File: config.mk
export PLATFORM = sky130hd
export DESIGN_NAME = mac_sequencer_flat
export DESIGN_NICKNAME = d
export VERILOG_FILES = /design/src/rtl/mac_seq_if.sv /design/src/rtl/mac_sequencer.sv /design/src/flat_wrapper.sv
export SDC_FILE = /design/constraint.sdc
export NUM_CORES = 1
export LEC_CHECK = 0
export ABC_AREA = 1
export CELL_PAD_IN_SITES_DETAIL_PLACEMENT = 1
export CELL_PAD_IN_SITES_GLOBAL_PLACEMENT = 1
export CORE_MARGIN = 8
export CORE_UTILIZATION = 45
export CTS_BUF_LIST = sky130_fd_sc_hd__clkbuf_2 sky130_fd_sc_hd__clkbuf_4 sky130_fd_sc_hd__clkbuf_8
export DETAILED_ROUTE_END_ITERATION = 6
export DONT_BUFFER_PORTS = 1
export PLACE_DENSITY = 0.88
export SYNTH_ARGS = -nofsm -noshare
export SYNTH_HDL_FRONTEND = slang
export SYNTH_SLANG_ARGS = --single-unit
export TNS_END_PERCENT = 20
File: constraint.sdc
create_clock -name clk -period 2.05 [get_ports clk]
set_clock_uncertainty 0.15 [all_clocks]
set_input_delay 0.1025 -clock clk [delete_from_list [all_inputs] [get_ports clk]]
set_output_delay 0.1025 -clock clk [all_outputs]
set_load 0.01 [all_outputs]
File: src/rtl/mac_seq_if.sv
// Handshake and index bus between the MAC sequencer and the operand files / MAC datapath.
// master = sequencer side, slave = datapath/consumer side.
interface mac_seq_if #(
  parameter int IDX_W = 2
);
  logic             start;
  logic             abort;
  logic [IDX_W-1:0] row_idx;
  logic [IDX_W-1:0] col_idx;
  logic [IDX_W-1:0] k_idx;
  logic             mac_clear;
  logic             mac_ld;
  logic             res_valid;
  logic             res_ready;
  logic [IDX_W-1:0] res_row;
  logic [IDX_W-1:0] res_col;
  logic             busy;
  logic             done;

  modport master (
    input  start, abort, res_ready,
    output row_idx, col_idx, k_idx, mac_clear, mac_ld,
    output res_valid, res_row, res_col, busy, done
  );

  modport slave (
    output start, abort, res_ready,
    input  row_idx, col_idx, k_idx, mac_clear, mac_ld,
    input  res_valid, res_row, res_col, busy, done
  );
endinterface

File: src/rtl/mac_sequencer.sv
// Sequences C = A x B over an N x N grid: CLR, N ACC cycles, OUT per element (N+2 cycles at full rate).
// Results wait in OUT under res_valid until res_ready; abort returns to IDLE from any state.
module mac_sequencer #(
  parameter int N     = 4,
  parameter int IDX_W = 2
) (
  input  logic       clk,
  input  logic       rst_n,
  mac_seq_if.master  bus
);

  typedef enum logic [2:0] {
    IDLE = 3'd0,
    CLR  = 3'd1,
    ACC  = 3'd2,
    OUT  = 3'd3,
    DONE = 3'd4
  } state_t;

  localparam logic [IDX_W-1:0] LAST = IDX_W'(N - 1);
  localparam logic [IDX_W-1:0] ONE  = IDX_W'(1);

  state_t           state, state_n;
  logic [IDX_W-1:0] row, col, k;
  logic [IDX_W-1:0] row_n, col_n, k_n;

  always_ff @(posedge clk or negedge rst_n) begin
    if (!rst_n) begin
      state <= IDLE;
      row   <= '0;
      col   <= '0;
      k     <= '0;
    end else begin
      state <= state_n;
      row   <= row_n;
      col   <= col_n;
      k     <= k_n;
    end
  end

  always_comb begin
    state_n = state;
    row_n   = row;
    col_n   = col;
    k_n     = k;
    case (state)
      IDLE: begin
        if (bus.start) begin
          state_n = CLR;
          row_n   = '0;
          col_n   = '0;
          k_n     = '0;
        end
      end
      CLR: begin
        state_n = ACC;
        k_n     = '0;
      end
      ACC: begin
        if (k == LAST) begin
          state_n = OUT;
          k_n     = '0;
        end else begin
          k_n = k + ONE;
        end
      end
      OUT: begin
        if (bus.res_ready) begin
          if (row == LAST && col == LAST) begin
            state_n = DONE;
            row_n   = '0;
            col_n   = '0;
          end else if (col == LAST) begin
            state_n = CLR;
            col_n   = '0;
            row_n   = row + ONE;
          end else begin
            state_n = CLR;
            col_n   = col + ONE;
          end
        end
      end
      DONE: begin
        state_n = IDLE;
        row_n   = '0;
        col_n   = '0;
        k_n     = '0;
      end
      default: begin
        state_n = IDLE;
        row_n   = '0;
        col_n   = '0;
        k_n     = '0;
      end
    endcase
    // abort outranks start and the result handshake
    if (bus.abort) begin
      state_n = IDLE;
      row_n   = '0;
      col_n   = '0;
      k_n     = '0;
    end
  end

  assign bus.row_idx   = row;
  assign bus.col_idx   = col;
  assign bus.k_idx     = k;
  assign bus.res_row   = row;
  assign bus.res_col   = col;
  assign bus.mac_clear = (state == CLR);
  assign bus.mac_ld    = (state == ACC);
  assign bus.res_valid = (state == OUT);
  assign bus.busy      = (state == CLR) || (state == ACC) || (state == OUT);
  assign bus.done      = (state == DONE);

  a_sel_exclusive: assert property (@(posedge clk) disable iff (!rst_n)
    !(bus.mac_clear && bus.mac_ld));
  a_idx_range: assert property (@(posedge clk) disable iff (!rst_n)
    (row <= LAST) && (col <= LAST) && (k <= LAST));

endmodule

File: src/flat_wrapper.sv
// flat-port wrapper written by rule: the top's interface ports become plain ports
module mac_sequencer_flat 
#(
  parameter int N     = 4,
  parameter int IDX_W = 2
)
  (clk, rst_n, bus_start, bus_abort, bus_res_ready, bus_row_idx, bus_col_idx, bus_k_idx, bus_mac_clear, bus_mac_ld, bus_res_valid, bus_res_row, bus_res_col, bus_busy, bus_done);
  mac_seq_if #(.IDX_W(IDX_W)) bus_i ();
  input  logic clk;
  input  logic rst_n;
  input wire logic [$bits(bus_i.start)-1:0] bus_start;
  input wire logic [$bits(bus_i.abort)-1:0] bus_abort;
  input wire logic [$bits(bus_i.res_ready)-1:0] bus_res_ready;
  output wire logic [$bits(bus_i.row_idx)-1:0] bus_row_idx;
  output wire logic [$bits(bus_i.col_idx)-1:0] bus_col_idx;
  output wire logic [$bits(bus_i.k_idx)-1:0] bus_k_idx;
  output wire logic [$bits(bus_i.mac_clear)-1:0] bus_mac_clear;
  output wire logic [$bits(bus_i.mac_ld)-1:0] bus_mac_ld;
  output wire logic [$bits(bus_i.res_valid)-1:0] bus_res_valid;
  output wire logic [$bits(bus_i.res_row)-1:0] bus_res_row;
  output wire logic [$bits(bus_i.res_col)-1:0] bus_res_col;
  output wire logic [$bits(bus_i.busy)-1:0] bus_busy;
  output wire logic [$bits(bus_i.done)-1:0] bus_done;
  assign bus_i.start = bus_start;
  assign bus_i.abort = bus_abort;
  assign bus_i.res_ready = bus_res_ready;
  assign bus_row_idx = bus_i.row_idx;
  assign bus_col_idx = bus_i.col_idx;
  assign bus_k_idx = bus_i.k_idx;
  assign bus_mac_clear = bus_i.mac_clear;
  assign bus_mac_ld = bus_i.mac_ld;
  assign bus_res_valid = bus_i.res_valid;
  assign bus_res_row = bus_i.res_row;
  assign bus_res_col = bus_i.res_col;
  assign bus_busy = bus_i.busy;
  assign bus_done = bus_i.done;
  mac_sequencer #(.N(N), .IDX_W(IDX_W)) u_core (.clk(clk), .rst_n(rst_n), .bus(bus_i));
endmodule
After elaboration in Yosys (flattened, before gate mapping)
Cells that the tools add are included.
{"block": "totals", "ff_bits": 9, "in_bits": 5, "out_inout_bits": 15, "wordCells": 49}
{"block": "op_classes", "addsub": 3, "n_eq_ne": 13, "muxes": 20, "n_reduce_logical": 9}
{"op": "2-bit two-way mux", "n": 11}
{"op": "2-bit case mux with 3 select lines", "n": 3}
{"op": "3-bit two-way mux", "n": 5}
{"op": "3-bit case mux with 4 select lines", "n": 1}
{"op": "2-bit by 1-bit adder with 2-bit output, second input constant", "n": 3}
{"op": "2-bit equality test, second input constant", "n": 3}
{"op": "3-bit by 2-bit equality test with 1-bit output, second input constant", "n": 2}
{"op": "3-bit != test, second input constant", "n": 2}
{"op": "3-bit AND reduction", "n": 2}
{"op": "4-bit by 2-bit != test with 1-bit output, second input constant", "n": 1}
{"op": "4-bit AND reduction", "n": 1}
{"op": "3-bit by 1-bit equality test with 1-bit output, second input constant", "n": 1}
{"op": "3-bit equality test, second input constant", "n": 1}
{"op": "3-bit zero test", "n": 1}
{"op": "3-bit by 2-bit != test with 1-bit output, second input constant", "n": 1}
{"op": "1-bit logical OR", "n": 2}
{"op": "2-bit by 1-bit != test with 1-bit output, second input constant", "n": 1}
{"op": "2-bit != test, second input constant", "n": 1}
{"op": "2-bit AND reduction", "n": 1}
{"op": "2-bit OR reduction", "n": 1}
{"op": "1-bit logical AND", "n": 1}

Longest topological paths before layout
{"block": "depth", "word_depth": 6, "ltp_mapped": 8, "mapped_depth_nobuf": 7}

Least setup slack after synthesis
Ideal clock, no wire load.
{"block": "synth_timing", "path_type": "reg2reg", "start": "register u_core.state[0]", "end": "register u_core.col[0] (netlist: u_core.bus.col_idx[0])", "setup_time_ns": 0.076, "t_arrival_ns": 1.039, "required_ns": 1.824, "slack_ns": 0.784, "path_stages_with_launch": 9, "n_path_buf": 1, "period_less_slack_ns": 1.266, "path_cell_list": "dfrtp_1 buf_6 nor2_1 nand2_1 nor2_2 nor2_1 nand2_2 nand2_1 o21ai_1"}
{"block": "synth_via", "elab_chain_len": 4, "elab_cells_between_ends": 11, "cone_classes": "eq/ne: 6; mux: 2; reduce/logical: 3"}
{"item": "start: declaration", "line": "mac_sequencer.sv:23", "source": "state_t state, state_n;"}
{"item": "start signal: assignment", "line": "mac_sequencer.sv:34", "source": "state <= state_n;"}
{"item": "3-bit by 1-bit equality test with 1-bit output or 3-bit by 2-bit equality test with 1-bit output (tied branches)", "line": "mac_sequencer.sv:46", "source": "case (state)"}
{"item": "2-bit OR reduction (no line)"}
{"item": "2-bit case mux with 3 select lines or 2-bit by 1-bit != test with 1-bit output (tied branches)"}
{"item": "2-bit two-way mux or 3-bit AND reduction (tied branches)"}
{"item": "end signal: assignment", "line": "mac_sequencer.sv:36", "source": "col <= col_n;"}
{"item": "end: declaration", "line": "mac_sequencer.sv:24", "source": "logic [IDX_W-1:0] row, col, k;"}
Parallel ways exist; a longest one is shown, timed or not.
A chain may end at the register's enable or synchronous reset.

Worst setup path after layout
{"block": "layout_timing", "start": "register u_core.state[2]", "end": "register u_core.row[0] (netlist: u_core.bus.res_row[0])"}
{"block": "layout_via", "elab_chain_len": 4, "elab_cells_between_ends": 12, "cone_classes": "eq/ne: 7; mux: 2; reduce/logical: 3"}
{"item": "3-bit by 1-bit equality test with 1-bit output or 3-bit by 2-bit equality test with 1-bit output (tied branches)", "line": "mac_sequencer.sv:46"}
{"item": "2-bit OR reduction (no line)"}
{"item": "2-bit case mux with 3 select lines or 2-bit by 1-bit != test with 1-bit output (tied branches)"}
{"item": "2-bit two-way mux or 4-bit AND reduction (tied branches)"}
{"item": "end signal: assignment", "line": "mac_sequencer.sv:35", "source": "row <= row_n;"}
{"item": "end: declaration", "line": "mac_sequencer.sv:24"}
Parallel ways exist; a longest one is shown, timed or not.

==> parameters.txt <==
Parameter                              Value

Logic synthesis
  Synth Area in Compound Gates ... between 4 and 5%
  Xor-xnor portion of the synthesized cell area ... 0%
  Mux cell area share after synthesis ... 0%
  Mean area per synthesized cell ... 7.209 sq um
  Simple-gate portion of the synthesized area ... 40.04%
  Largest family of logic cells by synthesized area ... simple AND/OR/NAND/NOR gates
  Post-synthesis instance area ... 634.4 sq um
  Yosys Warn Count ... 0
  Library cells used by synthesis ... 21
  Post-Synthesis Cells ... 88
  Flop and latch count out of synthesis ... 9
  Seq/Total Area, Yosys ... about 36%
  Adder and majority gate portion of the synthesized area ... 5.917%
  Number of nets produced by synthesis ... 96

Worst hold path
  Hold depth ... 4
  Destination of the worst hold path ... u_core.state[2]$_DFFE_PN0P_
  Start point of the worst hold path ... bus_res_ready
  Min-Delay Path Class ... input port to flop

Final layout
  ANT cells ... 0
  Filler cells ... 175
  Area taken by flip-flops and latches ... about 230 sq um
  Most frequent standard cell in the layout excluding fill and tap cells ... sky130_fd_sc_hd__nand2_1
  Fraction of layout cells with a size suffix above 1 ... 15.56%
  Signed area change from the synthesized netlist to the final layout ... 5.917%
  Most frequent cells in the layout ... 22 x sky130_fd_sc_hd__nand2_1, 12 x sky130_fd_sc_hd__nor2_1, 9 x sky130_fd_sc_hd__dfrtp_1
  Nets ... 99
  Area taken by multi-input logic gates ... 321.6 sq um

Timing
  Clock period minus worst slack ... 1.473 ns
  Relative slew slack ... between 60% and 70%
  Number of max-slew violations in the final report ... 0
  Worst Setup Slack, final ... 0.5770 ns
  Summed negative setup slack over all endpoints ... 0 ns
  Final Setup Violations ... 0
  Highest clock rate ... roughly 0.68 GHz
  Worst Tran Pin Value ... 0.4596 ns
  Period utilisation layout ... 71.85%
  Setup repair after global routing missed its margin ... no
  Final Hold Viols ... 0

Critical path
  Critical path startpoint category ... flop
  Crit path capture type ... flop
  Worst setup path category ... flop to flop
  Number of cell instances on the worst register-to-register path ... 7
  Maximum fanout along the worst path ... 6
  R2R Setup Slk ... 0.58 ns
  Worst R2R End ... u_core.bus.res_row[0]$_DFFE_PN0P_
  Critical Path AT ... 1.48 ns
  Required time of the critical path ... 2.06 ns
  Startpoint of the most critical register-to-register path ... u_core.state[2]$_DFFE_PN0P_

Floorplanning
  Area enclosed by the die boundary ... 2867 sq um
  Row cnt ... 13
  I/O Pins ... 20
  Chip width ... 53.55 um
  Effective utilization at floorplan ... 48.15%
  Vertical die dimension ... 53.55 um
  Floorplan Core Area ... 1318 sq um

Power and ir drop
  Power density normalized to cell area ... about 900 nW/um^2
  Leakage component of the power ... between 0.3 and 0.4 nW
  Worst voltage drop across the vdd grid ... about 0.46 mV

Routing
  Drt drc ... 0
  Detailed Route WL ... approximately 1600 um
  First-pass iteration count of the detailed router ... 4
  Starting DRT DRC Count ... 6
  Routed len/inst ... 15.21 um
  Via density per instance ... 5.400
  Detailed-route via count ... 567
  Antenna violation net count after detailed routing ... 0

Clocking
  Clock H-tree levels ... 1
  Number of clock sinks ... 9
  Maximum number of buffers from clock root to sink ... 2
  Num CTS Buffers ... 3
  # resized after CTS ... 0
  TritonCTS clock tree ... done
  Clock transition at the registers of the reported paths ... about 0.070 ns
  Clock latency of the later-clocked register in the worst-skew pair ... 0.27 ns
  Root cell of the clock tree ... sky130_fd_sc_hd__clkbuf_4

GRT
  First-pass GRT wire length ... roughly 2800 um
  Largest net degree at the start of global routing ... 11
  Number of antenna violations at the first check in global routing ... 0
  Global Route Usage Sum ... 13.44%
  Total global routing overflow ... 0
  Number of global-route vias before repair ... 573

Status
  Run status ... complete, no violations

Job
  Max cap viols ... 0

Placed design
  Pre-CTS WS ... about 0.6 ns
  GP Congestion ... 0.8132
  IO Port Bufs ... 0
  Detail Placement HPWL ... about 1200 um
-- metal layers --
metal	global-route usage [%]	vias up	routed length, um
li1	-	280	-
met1	15.65	267	703
met2	22.27	16	729
met3	3.030	4	117
met4	7.563	0	46
met5	0	-	0
-- kinds of logic after synthesis --
kind of cell,after synthesis
AND/OR/NAND/NOR,54
buffers and inverters,16
flip-flops,9
AO/OA/AOI/OAI,6
adder cells (fa/ha/maj),3
-- Yosys cell counts --
cell type	number	share of area, %
sky130_fd_sc_hd__dfrtp_1	9	36
sky130_fd_sc_hd__nor3_1	3	2.4
sky130_fd_sc_hd__nand3_2	1	1.6
sky130_fd_sc_hd__nand2_4	1	1.8
sky130_fd_sc_hd__o21ai_0	2	1.6
sky130_fd_sc_hd__nand2_2	3	3.0
sky130_fd_sc_hd__nand3b_1	1	1.2
sky130_fd_sc_hd__nand4_1	1	0.99
sky130_fd_sc_hd__ha_1	3	5.9
sky130_fd_sc_hd__clkinv_4	1	1.4
sky130_fd_sc_hd__buf_6	1	1.8
sky130_fd_sc_hd__nand2_1	22	13
sky130_fd_sc_hd__inv_2	2	1.2
sky130_fd_sc_hd__nor2_2	1	0.99
sky130_fd_sc_hd__nor2_4	1	1.8
sky130_fd_sc_hd__nor2_1	12	7.1
sky130_fd_sc_hd__a21oi_1	1	0.79
sky130_fd_sc_hd__inv_1	8	4.7
sky130_fd_sc_hd__buf_4	4	4.7
sky130_fd_sc_hd__nand3_1	8	6.3
sky130_fd_sc_hd__o21ai_1	3	2.4
-- sequential cells by signal, summed over array words and instances (netlist names) --
name / cells
u_core.state: 3
u_core.bus.res_row: 2
u_core.bus.col_idx: 2
u_core.bus.k_idx: 2
-- worst max path at each step --
stage	depth (start not counted)	end	startpoint
global route	7	u_core.bus.res_row[0]$_DFFE_PN0P_	u_core.state[2]$_DFFE_PN0P_
floorplan	8	u_core.bus.col_idx[0]$_DFFE_PN0P_	u_core.state[0]$_DFFE_PN0P_
global placement	7	u_core.bus.res_row[0]$_DFFE_PN0P_	u_core.bus.col_idx[0]$_DFFE_PN0P_
CTS	7	u_core.bus.res_row[0]$_DFFE_PN0P_	u_core.state[2]$_DFFE_PN0P_
detailed placement	7	u_core.bus.res_row[0]$_DFFE_PN0P_	u_core.bus.col_idx[0]$_DFFE_PN0P_
finish	7	u_core.bus.res_row[0]$_DFFE_PN0P_	u_core.state[2]$_DFFE_PN0P_
-- worst max-delay path: stages (launching register included) --
cell and delay [ns]:
sky130_fd_sc_hd__dfrtp_1 0.48, sky130_fd_sc_hd__inv_2 0.11, sky130_fd_sc_hd__nand3_1 0.08, sky130_fd_sc_hd__nor2_1 0.07
sky130_fd_sc_hd__nor2_1 0.20, sky130_fd_sc_hd__nand3_1 0.14, sky130_fd_sc_hd__nand2_1 0.08, sky130_fd_sc_hd__nand2_1 0.05
-- what timing repair did --
action                    in CTS  in global routing
hold buffers                   3                  0
hold endpoints to repair      13                  0
setup buffers                  0                  0
-- cell type report --
cell class                 instances  area share (%)
inverter                          11           6.890
sequential                         9           33.52
clock buffer                       4           4.469
timing repair buffer               3           4.469
tap                               15           2.793
multi-input combinational         63           47.86
-- power breakdown --
| group | internal [W] | leakage [nW] | switching (W) |
|---|---|---|---|
| clock network | 0.0000885 | 0.0184 | 0.0000693 |
| registers | 0.000203 | 0.122 | 0.0000536 |
| logic | 0.0000619 | 0.241 | 0.000131 |
| total | 0.000354 | 0.382 | 0.000254 |
-- stage by stage --
step / hold slack, ns / cells / cell area [sq um] / util (%) / power, W
floorplan: -0.3431 / 88 / 634.4 / - / 0.0004178
global placement: -0.3427 / 98 / 611.8 / 46.44 / 0.0004386
detailed placement: -0.3427 / 98 / 611.8 / 46.44 / 0.0004450
CTS: 0.02996 / 105 / 671.9 / 51.00 / 0.0006141
global route: 0.06821 / 105 / 671.9 / 51.00 / 0.0006514
finish: 0.02723 / 105 / 671.9 / 51.00 / 0.0006080
No activity file was read; power rests on OpenSTA's default activity.
